<file path="src/rtl/ee357_mcpu_pkg.sv">
// ee357_mcpu_pkg
// Shared constants for the EE357 multicycle MIPS datapath and its control unit:
// opcode values for the supported instructions and the PCSource encodings.
package ee357_mcpu_pkg;

    localparam logic [5:0] OP_RTYPE = 6'b000000;
    localparam logic [5:0] OP_JMP   = 6'b000010;
    localparam logic [5:0] OP_JAL   = 6'b000011;
    localparam logic [5:0] OP_BEQ   = 6'b000100;
    localparam logic [5:0] OP_BNE   = 6'b000101;
    localparam logic [5:0] OP_ADDI  = 6'b001000;
    localparam logic [5:0] OP_LW    = 6'b100011;
    localparam logic [5:0] OP_SW    = 6'b101011;

    typedef enum logic [1:0] {
        PCS_ALU = 2'b00,
        PCS_TGT = 2'b01,
        PCS_JMP = 2'b10,
        PCS_RSV = 2'b11
    } pcs_e;

endpackage

</file>
<file path="src/rtl/ee357_mcpu_en_reg.sv">
// ee357_mcpu_en_reg
// Width-parameterised register with load enable and asynchronous active-high
// reset to RST_VAL.
// Ports:
//   clk   - rising-edge clock
//   rst   - asynchronous active-high reset
//   en    - load enable
//   d     - data in
//   q     - registered data out
module ee357_mcpu_en_reg #(
    parameter int           W       = 32,
    parameter logic [W-1:0] RST_VAL = '0
) (
    input  logic         clk,
    input  logic         rst,
    input  logic         en,
    input  logic [W-1:0] d,
    output logic [W-1:0] q
);

    always_ff @(posedge clk or posedge rst) begin
        if (rst)
            q <= RST_VAL;
        else if (en)
            q <= d;
    end

endmodule

</file>
<file path="src/rtl/ee357_mcpu_fetch_unit.sv">
// ee357_mcpu_fetch_unit
// PC, instruction register, branch-target register and memory data register of
// the EE357 multicycle MIPS datapath. Executes the register updates commanded
// by ee357_mcpu_cu and returns op/func to it.
// Ports:
//   clk, rst            - clock, asynchronous active-high reset
//   pcw, pcwc           - unconditional / branch-conditional PC write
//   iord                - memory address select (0 = pc, 1 = alu_result)
//   mr, irw, tw         - MDR, IR and target register write enables
//   pcs                 - PC source select (ALU, target, jump, reserved)
//   alu_result,alu_zero - ALU output and zero flag
//   mem_rdata           - memory read data
//   mem_addr            - memory address (combinational)
//   pc, ir, target, mdr - architectural registers
//   op..imm             - instruction fields decoded from ir
// Build option EE357_FETCH_PERF_EN adds instr_count and br_taken_count.
module ee357_mcpu_fetch_unit
    import ee357_mcpu_pkg::*;
#(
    parameter int          DATA_W   = 32,
    parameter logic [31:0] RESET_PC = 32'h0000_0000
) (
    input  logic              clk,
    input  logic              rst,
    input  logic              pcw,
    input  logic              pcwc,
    input  logic              iord,
    input  logic              mr,
    input  logic              irw,
    input  logic              tw,
    input  logic [1:0]        pcs,
    input  logic [DATA_W-1:0] alu_result,
    input  logic              alu_zero,
    input  logic [DATA_W-1:0] mem_rdata,
    output logic [DATA_W-1:0] mem_addr,
    output logic [DATA_W-1:0] pc,
    output logic [DATA_W-1:0] ir,
    output logic [5:0]        op,
    output logic [5:0]        func,
    output logic [4:0]        rs,
    output logic [4:0]        rt,
    output logic [4:0]        rd,
    output logic [15:0]       imm,
    output logic [DATA_W-1:0] target,
    output logic [DATA_W-1:0] mdr
`ifdef EE357_FETCH_PERF_EN
    ,
    output logic [31:0]       instr_count,
    output logic [31:0]       br_taken_count
`endif
);

    logic              w_taken;
    logic              w_pc_en;
    logic [DATA_W-1:0] w_next_pc;

    assign op   = ir[31:26];
    assign rs   = ir[25:21];
    assign rt   = ir[20:16];
    assign rd   = ir[15:11];
    assign imm  = ir[15:0];
    assign func = ir[5:0];

    assign mem_addr = iord ? alu_result : pc;

    assign w_taken = ((op == OP_BEQ) &&  alu_zero) ||
                     ((op == OP_BNE) && !alu_zero);

    // The reserved source suppresses the write entirely, even under pcw.
    assign w_pc_en = (pcw || (pcwc && w_taken)) && (pcs != PCS_RSV);

    always_comb begin
        w_next_pc = pc;
        case (pcs)
            PCS_ALU: w_next_pc = alu_result;
            PCS_TGT: w_next_pc = target;
            // Jump uses the already-incremented pc for its upper nibble.
            PCS_JMP: w_next_pc = {pc[31:28], ir[25:0], 2'b00};
            default: w_next_pc = pc;
        endcase
    end

    ee357_mcpu_en_reg #(.W(DATA_W), .RST_VAL(RESET_PC)) u_pc_reg (
        .clk(clk), .rst(rst), .en(w_pc_en), .d(w_next_pc), .q(pc)
    );

    ee357_mcpu_en_reg #(.W(DATA_W), .RST_VAL('0)) u_ir_reg (
        .clk(clk), .rst(rst), .en(irw), .d(mem_rdata), .q(ir)
    );

    ee357_mcpu_en_reg #(.W(DATA_W), .RST_VAL('0)) u_target_reg (
        .clk(clk), .rst(rst), .en(tw), .d(alu_result), .q(target)
    );

    ee357_mcpu_en_reg #(.W(DATA_W), .RST_VAL('0)) u_mdr_reg (
        .clk(clk), .rst(rst), .en(mr), .d(mem_rdata), .q(mdr)
    );

`ifdef EE357_FETCH_PERF_EN
    logic [31:0] r_instr_count;
    logic [31:0] r_br_taken_count;

    always_ff @(posedge clk or posedge rst) begin
        if (rst) begin
            r_instr_count    <= '0;
            r_br_taken_count <= '0;
        end else begin
            if (irw)
                r_instr_count <= r_instr_count + 32'd1;
            if (pcwc && w_taken && (pcs != PCS_RSV))
                r_br_taken_count <= r_br_taken_count + 32'd1;
        end
    end

    assign instr_count    = r_instr_count;
    assign br_taken_count = r_br_taken_count;
`endif

endmodule

</file>
<file path="config.mk">
export PLATFORM = sky130hd
export DESIGN_NAME = ee357_mcpu_fetch_unit
export DESIGN_NICKNAME = d
export VERILOG_FILES = /design/src/rtl/ee357_mcpu_pkg.sv /design/src/rtl/ee357_mcpu_en_reg.sv /design/src/rtl/ee357_mcpu_fetch_unit.sv
export SDC_FILE = /design/constraint.sdc
export NUM_CORES = 1
export LEC_CHECK = 0
export ABC_CLOCK_PERIOD_IN_PS = 5000
export CAP_MARGIN = 0
export CORE_MARGIN = 2
export CORE_UTILIZATION = 42
export DETAILED_ROUTE_END_ITERATION = 10
export PLACE_DENSITY_LB_ADDON = 0.08
export SLEW_MARGIN = 10
export SYNTH_ARGS = -nofsm -noshare
export SYNTH_HDL_FRONTEND = slang
export SYNTH_SLANG_ARGS = --single-unit
</file>
<file path="constraint.sdc">
create_clock -name clk -period 5 [get_ports clk]
set_input_delay 1 -clock clk [delete_from_list [all_inputs] [get_ports clk]]
set_output_delay 1 -clock clk [all_outputs]
set_load 0.02 [all_outputs]
</file>
==> out/results.ini, run 1 <==
[run_status]
outcome=complete, no violations

[setup_path]
critPathTopFamily=buffers and inverters
worst-setup-path-type=input pin to output pin
crit_buf_inv=2
worstPathMaxFanout=32
path_cells=buf_2 -> mux2_2 -> clkdlybuf4s50_1
arrival_ps=2630
required_ps=4000
critPathSlowestCell=buf_2
end_kind=output pin
cp-start-kind=input pin
cpPeakStageDelay_ps=640

[timing]
finalSetupTns_ps=0
hold_violations=0
finClkSkew_ps=9.282
period_share_pct=72.56
holdWs_ps=506.8
drv_slew=0
slew_headroom_pct=29.34
worst_slew_pin_slew_ps=1060
min_period_ps=3628
setup_slack_ps=1372
setup_viol=0
rsz0062_at_grt=false
fmax_mhz=275.6

[clock_tree]
cts_htree_levels=4
post-cts-setup-buffers=0
cts_root_buffer=clkbuf_16
cts_made_buffers=17
clk_pin_slew_ps=50
clkLatencyLatePin_ps=410
clock_path_buffers=2
cts-resized-gates=0
clkSinkCount=128
cts_tree=built
hold_buffers=0

[synthesis]
synth_flop_cell=dfrtp_1
syn_avg_cell_area_um2=12.02
synth_cell_types=20
yosys-top-cells-area=dfrtp_1, mux2_2, buf_4
netlist_area_um2=6048
syn_nets=582
synthCells=503
synth_warnings=0
synth_top_area_cell=dfrtp_1
synth-edff-count=0
synth_async_sr_flop_share_pct=100.0
synth-seq-cells=128
synth_top_area_share_pct=52.96
seq_area_frac_synth_pct=52.96

[route]
viasPerCell=5.121
dr_total_vias=4696
routedWlPerCell_um=18.96
drt_first_pass_iters=4
drc=0
drtIter0Drc=251
wl_um=17390
antenna_left=0

[cells_and_area]
final_area_um2=9284
nFillCells=1105
final_cell_mix=clkdlybuf4s50_1, mux2_2, dfrtp_1
area_growth_pct=53.50
final_common_cell=clkdlybuf4s50_1
fin_cells=917
utilization_pct=66.37
layout-drive-gt1-share_pct=24.02
fin_nets=804
antenna_cells=0

[floorplanning]
start_util_pct=43.24
rows=43
ioPinCount=278
die_h_um=124
die_w_um=124
die_area_um2=15380
core_area_um2=13990

[placement]
pre_cts_slack_ps=1352
dpl.cell_count=886
place_area_um2=8598
port_buffers=277
place.gp.congestion=0.8390
dpl.hpwl_um=12090

[power]
power_density_nw_per_um2=401.0
power.total_mw=3.723
ir_drop_mv=0.2489
p_leak_nw=3.833

[grt]
grtUsageTotal_pct=22.85
grt_remaining_overflow=0
grt_pass1_wl_um=26170
grt_max_degree=71
grt_antenna_before_repair=0
grt_pass1_vias=4796

[flow_run]
maxCapViolations=0

[hold_path]
hp-class=flop to flop

-- layer usage --
metal	global-route usage (%)	routed length, um
met1	26.83	6922
met4	8.357	332
met5	0	0
met2	38.94	8745
met3	7.738	1389
-- registers in the layout, indices dropped and copies added, names as in the netlist --
signal          count
u_pc_reg.q         32
u_mdr_reg.q        32
u_ir_reg.q         32
u_target_reg.q     32
-- power breakdown --
part           switching, mW  internal [mW]  leakage (nW)  total [mW]
combinational          0.500          0.520          1.98        1.02
sequential             0.111           1.16          1.52        1.27
clock                  0.445          0.983         0.331        1.43
-- synth_stat cells, drive strengths merged, types with 3 or more instances --
cell    instances
clkbuf         15
nor2b           3
ha              4
a31oi           3
nand3           4
nand2          54
mux2          132
a22oi          26
o21ai          58
dfrtp         128
inv             7
buf            64
-- worst reg2reg max path: stages, from the launching register on --
cell,delay (ps)
dfrtp_1,420
nor4b_2,380
a31oi_4,350
nor3_4,370
mux2_2,380
-- kinds of logic (layout without fill, tap and decap cells) --
logic type               Yosys count  count (layout)  synth area share (%)
buffers and inverters             86             320                 8.461
multiplexers                     132             132                 24.58
adder cells (fa/ha/maj)            4               4                0.8275
AND/OR/NAND/NOR                   65              65                 4.696
XOR/XNOR                           1               1                0.1448
flip-flops                       128             128                 52.96
AO/OA/AOI/OAI                     87              87                 8.337
-- worst paths after layout --
| check | cells after the start | start | slack, ps | end |
|---|---|---|---|---|
| hold reg to reg | 1 | u_mdr_reg.q[4] | 510 | u_mdr_reg.q[4] |
| setup reg to reg | 4 | u_ir_reg.q[30] | 2990 | u_pc_reg.q[30] |
| min in group asynchronous | 2 | rst | 1090 | u_mdr_reg.q[10] |
| hold / removal | 1 | u_mdr_reg.q[4] | 510 | u_mdr_reg.q[4] |
| max in group asynchronous | 3 | rst | 2940 | u_target_reg.q[27] |
| setup / recovery | 3 | iord | 1370 | mem_addr[16] |
-- layout make-up --
cell class	instances	area [um2]	area share, %
clock buffer	21	480.5	5.175
clock inverter	10	205.2	2.210
inverter	7	28.78	0.3100
multi-input combinational	289	2351	25.32
sequential	128	3203	34.50
tap	180	225.2	2.426
timing repair buffer	282	2790	30.05
Power figures use the tool's default switching activity.
==> run 2, diff against run 1 <==
Settings changed: ABC_CLOCK_PERIOD_IN_PS 5000 to 3200, CORE_UTILIZATION 42 to 38.
Clock period 5 ns to 3.2 ns, I/O delays scaled along.
==> out/results.ini, run 2 (synthesis results as in run 1) <==
[grt]
grt_max_degree=57
grt_antenna_before_repair=0
busiest_layer=met2
grtUsageMet2_pct=33.14
grt_remaining_overflow=0
met1_usage_pct=24.96
grtUsageTotal_pct=20.34
grt_pass1_wl_um=25700
grt_pass1_vias=4516
gr-usage-met3_pct=7.503

[power]
power.total_mw=5.747
p_leak_nw=3.850
ir_drop_mv=0.3687
power_density_nw_per_um2=612.7

[placement]
port_buffers=277
place.gp.congestion=0.8109
dpl.hpwl_um=12420

[flow_run]
maxCapViolations=0

[timing]
min_period_ps=2675
setup_viol=0
hold_violations=0
fmax_mhz=373.8
finClkSkew_ps=9.735
slew_headroom_pct=37.26
period_share_pct=83.60
finalSetupTns_ps=0
drv_slew=0
rsz0062_at_grt=false
worst_slew_pin_slew_ps=941.0

[clock_tree]
clk_pin_slew_ps=60
hold_buffers=0
clkLatencyLatePin_ps=410
clkSinkCount=128
cts_tree=built
post-cts-setup-buffers=0
clock_path_buffers=2
cts-resized-gates=0
cts_made_buffers=17
cts_htree_levels=4
cts_root_buffer=clkbuf_16

[floorplanning]
start_util_pct=38.49
die_w_um=130.2
core_area_um2=15710
die_h_um=130.2
die_area_um2=16940
rows=46
ioPinCount=278

[setup_path]
end_kind=output pin
cp-start-kind=input pin
cpPeakStageDelay_ps=550
path_cells=buf_2 -> buf_12 -> mux2_2 -> clkdlybuf4s50_1
worstPathMaxFanout=24
worst-setup-path-type=input pin to output pin
crit_buf_inv=3
critPathTopFamily=buffers and inverters
critPathSlowestCell=clkdlybuf4s50_1
required_ps=2560
arrival_ps=2040

[route]
antenna_left=0
wl_um=17360
drtIter0Drc=209
drc=0
drt_first_pass_iters=5
dr_total_vias=4681
routedWlPerCell_um=18.13
viasPerCell=4.891

[cells_and_area]
final_common_cell=clkdlybuf4s50_1
layout-drive-gt1-share_pct=24.43
fin_nets=807
final_cell_mix=clkdlybuf4s50_1, mux2_2, dfrtp_1
antenna_cells=0
area_growth_pct=55.09

[hold_path]
hp-class=flop to flop

[run_status]
outcome=complete, no violations

==> run 2: worst paths after layout <==
| check | depth (start not counted) | slack (ps) | endpoint | from |
|---|---|---|---|---|
| min reg2reg | 1 | 500 | u_mdr_reg.q[3] | u_mdr_reg.q[3] |
| min | 1 | 500 | u_mdr_reg.q[3] | u_mdr_reg.q[3] |
| max | 4 | 520 | mem_addr[18] | iord |
| max in group asynchronous | 3 | 1830 | u_pc_reg.q[1] | rst |
| min in group asynchronous | 2 | 680 | u_mdr_reg.q[20] | rst |
| max reg2reg | 4 | 1480 | u_pc_reg.q[31] | u_ir_reg.q[30] |
==> run 2: layer usage <==
layer,up-vias,routed length [um]
met3,18,1490
met2,189,8536
li1,2181,-
met4,0,253
met1,2293,7074
met5,-,0
==> run 2: stage by stage <==
step / hold WS [ps] / area (um2) / instances / utilization [%] / setup WS (ps)
2_1_floorplan: 595.5 / 6052 / 503 / - / 978.8
5_1_grt: 526.3 / 9380 / 957 / 59.70 / 479.3
4_1_cts: 508.8 / 9380 / 957 / 59.70 / 509.9
3_3_place_gp: 486.2 / 8717 / 925 / 55.48 / 527.1
6_report: 503.3 / 9380 / 957 / 59.70 / 524.8
3_5_place_dp: 494.9 / 8717 / 925 / 55.48 / 496.3
==> run 2: layout make-up <==
type	instances	area [um2]
fill	1272	6332
sequential	128	3203
clock inverter	13	210.2
inverter	7	30.03
clock buffer	19	452.9
multi-input combinational	289	2351
timing repair buffer	285	2863
tap	216	270.3
==> run 2: power by group <==
part,switching (mW),leakage [nW],internal (mW)
Combinational,0.784,2.01,0.824
Sequential,0.174,1.52,1.82
Clock,0.723,0.319,1.43
==> run 3, diff against run 2 <==
Settings changed: ABC_CLOCK_PERIOD_IN_PS 3200 to 2500, CORE_UTILIZATION 38 to 42.
Clock period 3.2 ns to 2.5 ns, I/O delays scaled along.
==> out/results.ini, run 3 (synthesis results as in run 1) <==
[clock_tree]
cts_root_buffer=clkbuf_16
clkLatencyLatePin_ps=400
clk_pin_slew_ps=60
clkSinkCount=128
cts_made_buffers=17
post-cts-setup-buffers=0
cts_htree_levels=4
cts-resized-gates=0
cts_tree=built
hold_buffers=0
clock_path_buffers=2

[setup_path]
worst-setup-path-type=input pin to output pin
crit_cells=3
critPathSlowestCell=clkdlybuf4s50_1
crit_buf_inv=2
end_kind=output pin
cpPeakStageDelay_ps=620
required_ps=2000
regToRegSetupSlack_ps=720
path_cells=clkdlybuf4s50_1 -> mux2_2 -> clkdlybuf4s50_1
cpMostUsedCell=clkdlybuf4s50_1
arrival_ps=1830
cp-start-kind=input pin
critPathTopFamily=buffers and inverters
rr_worst_depth=4
worstPathMaxFanout=3

[floorplanning]
die_w_um=124
start_util_pct=43.24
ioPinCount=278
rows=43
die_h_um=124
die_area_um2=15380
core_area_um2=13990

[power]
p_leak_nw=3.858
ir_drop_mv=0.5052
power.total_mw=7.178
power_density_nw_per_um2=769.0

[cells_and_area]
final_common_cell=clkdlybuf4s50_1
regArea_um2=3203
multi_input_area_um2=2351
layout-drive-gt1-share_pct=25.13
area_growth_pct=54.32
final_cell_mix=clkdlybuf4s50_1, mux2_2, dfrtp_1
nFillCells=1093
fin_cells=929
fin_nets=814

[grt]
grt_remaining_overflow=0
grt_pass1_wl_um=26320
grt_antenna_before_repair=2
grt_pass1_vias=4846
grtUsageTotal_pct=22.96
grt_max_degree=83

[timing]
period_share_pct=93.27
finalSetupTns_ps=0
rsz0062_at_grt=false
finClkSkew_ps=6.327
hold_violations=0
holdWs_ps=504.1
setup_viol=0
drv_slew=0
min_period_ps=2332
fmax_mhz=428.8
worst_slew_pin_slew_ps=612.1
slew_headroom_pct=59.19

[flow_run]
maxCapViolations=0

[route]
wl_um=17690
drt_first_pass_iters=6
antenna_left=0
drtIter0Drc=256
drc=0
dr_total_vias=4721
routedWlPerCell_um=19.04
viasPerCell=5.082

[placement]
port_buffers=277
dpl.cell_count=896
place.gp.congestion=0.8109
dpl.hpwl_um=12590

[hold_path]
hp-class=flop to flop
worstHoldPathCells=2

[run_status]
outcome=complete, no violations

-- run 3: stage by stage --
step	cell area, um2	setup WS [ps]	utilization (%)
global route	9331	133.9	66.71
finish	9334	168.1	66.73
global placement	8712	146.7	62.28
detailed placement	8712	74.82	62.28
CTS	9331	149.2	66.71
floorplan	6052	418.8	-
-- run 3: worst paths after layout --
kind,start,endpoint
worst max-delay path,alu_result[20],mem_addr[20]
worst min-delay path,u_pc_reg.q[6],u_pc_reg.q[6]
worst max register to register,u_ir_reg.q[27],u_pc_reg.q[29]
worst min register to register,u_pc_reg.q[6],u_pc_reg.q[6]
max in group asynchronous,rst,u_target_reg.q[0]
min in group asynchronous,rst,u_ir_reg.q[20]
-- run 3: area by class of cell --
type	instances	area share, %
tap	180	2.413
multi-input combinational	289	25.19
timing repair buffer	292	31.10
antenna	1	0.02681
sequential	128	34.32
clock buffer	17	4.558
clock inverter	15	2.078
inverter	7	0.3217
-- run 3: power by group --
| group | total (mW) | switching, mW | leakage [nW] | internal (mW) |
|---|---|---|---|---|
| sequential | 2.55 | 0.222 | 1.52 | 2.33 |
| clock | 2.56 | 0.897 | 0.298 | 1.66 |
| combinational | 2.07 | 1.01 | 2.04 | 1.06 |
-- run 3: layer usage --
metal | vias up | global-route usage [%] | part of all wire [%] | routed length [um]
met5 | - | 0 | 0.062 | 11
met4 | 2 | 7.654 | 1.3 | 225
met3 | 19 | 6.502 | 7.1 | 1259
met2 | 186 | 39.29 | 51 | 9021
met1 | 2327 | 27.94 | 41 | 7169
li1 | 2187 | - | - | -
-- run 3: worst reg2reg max path, delay by kind of cell (launching register included) --
family             cells  cell delay, ps
and+or+nand+nor        2             720
DFF                    1             400
muxes                  1             370
AOI/OAI and AO/OA      1             170
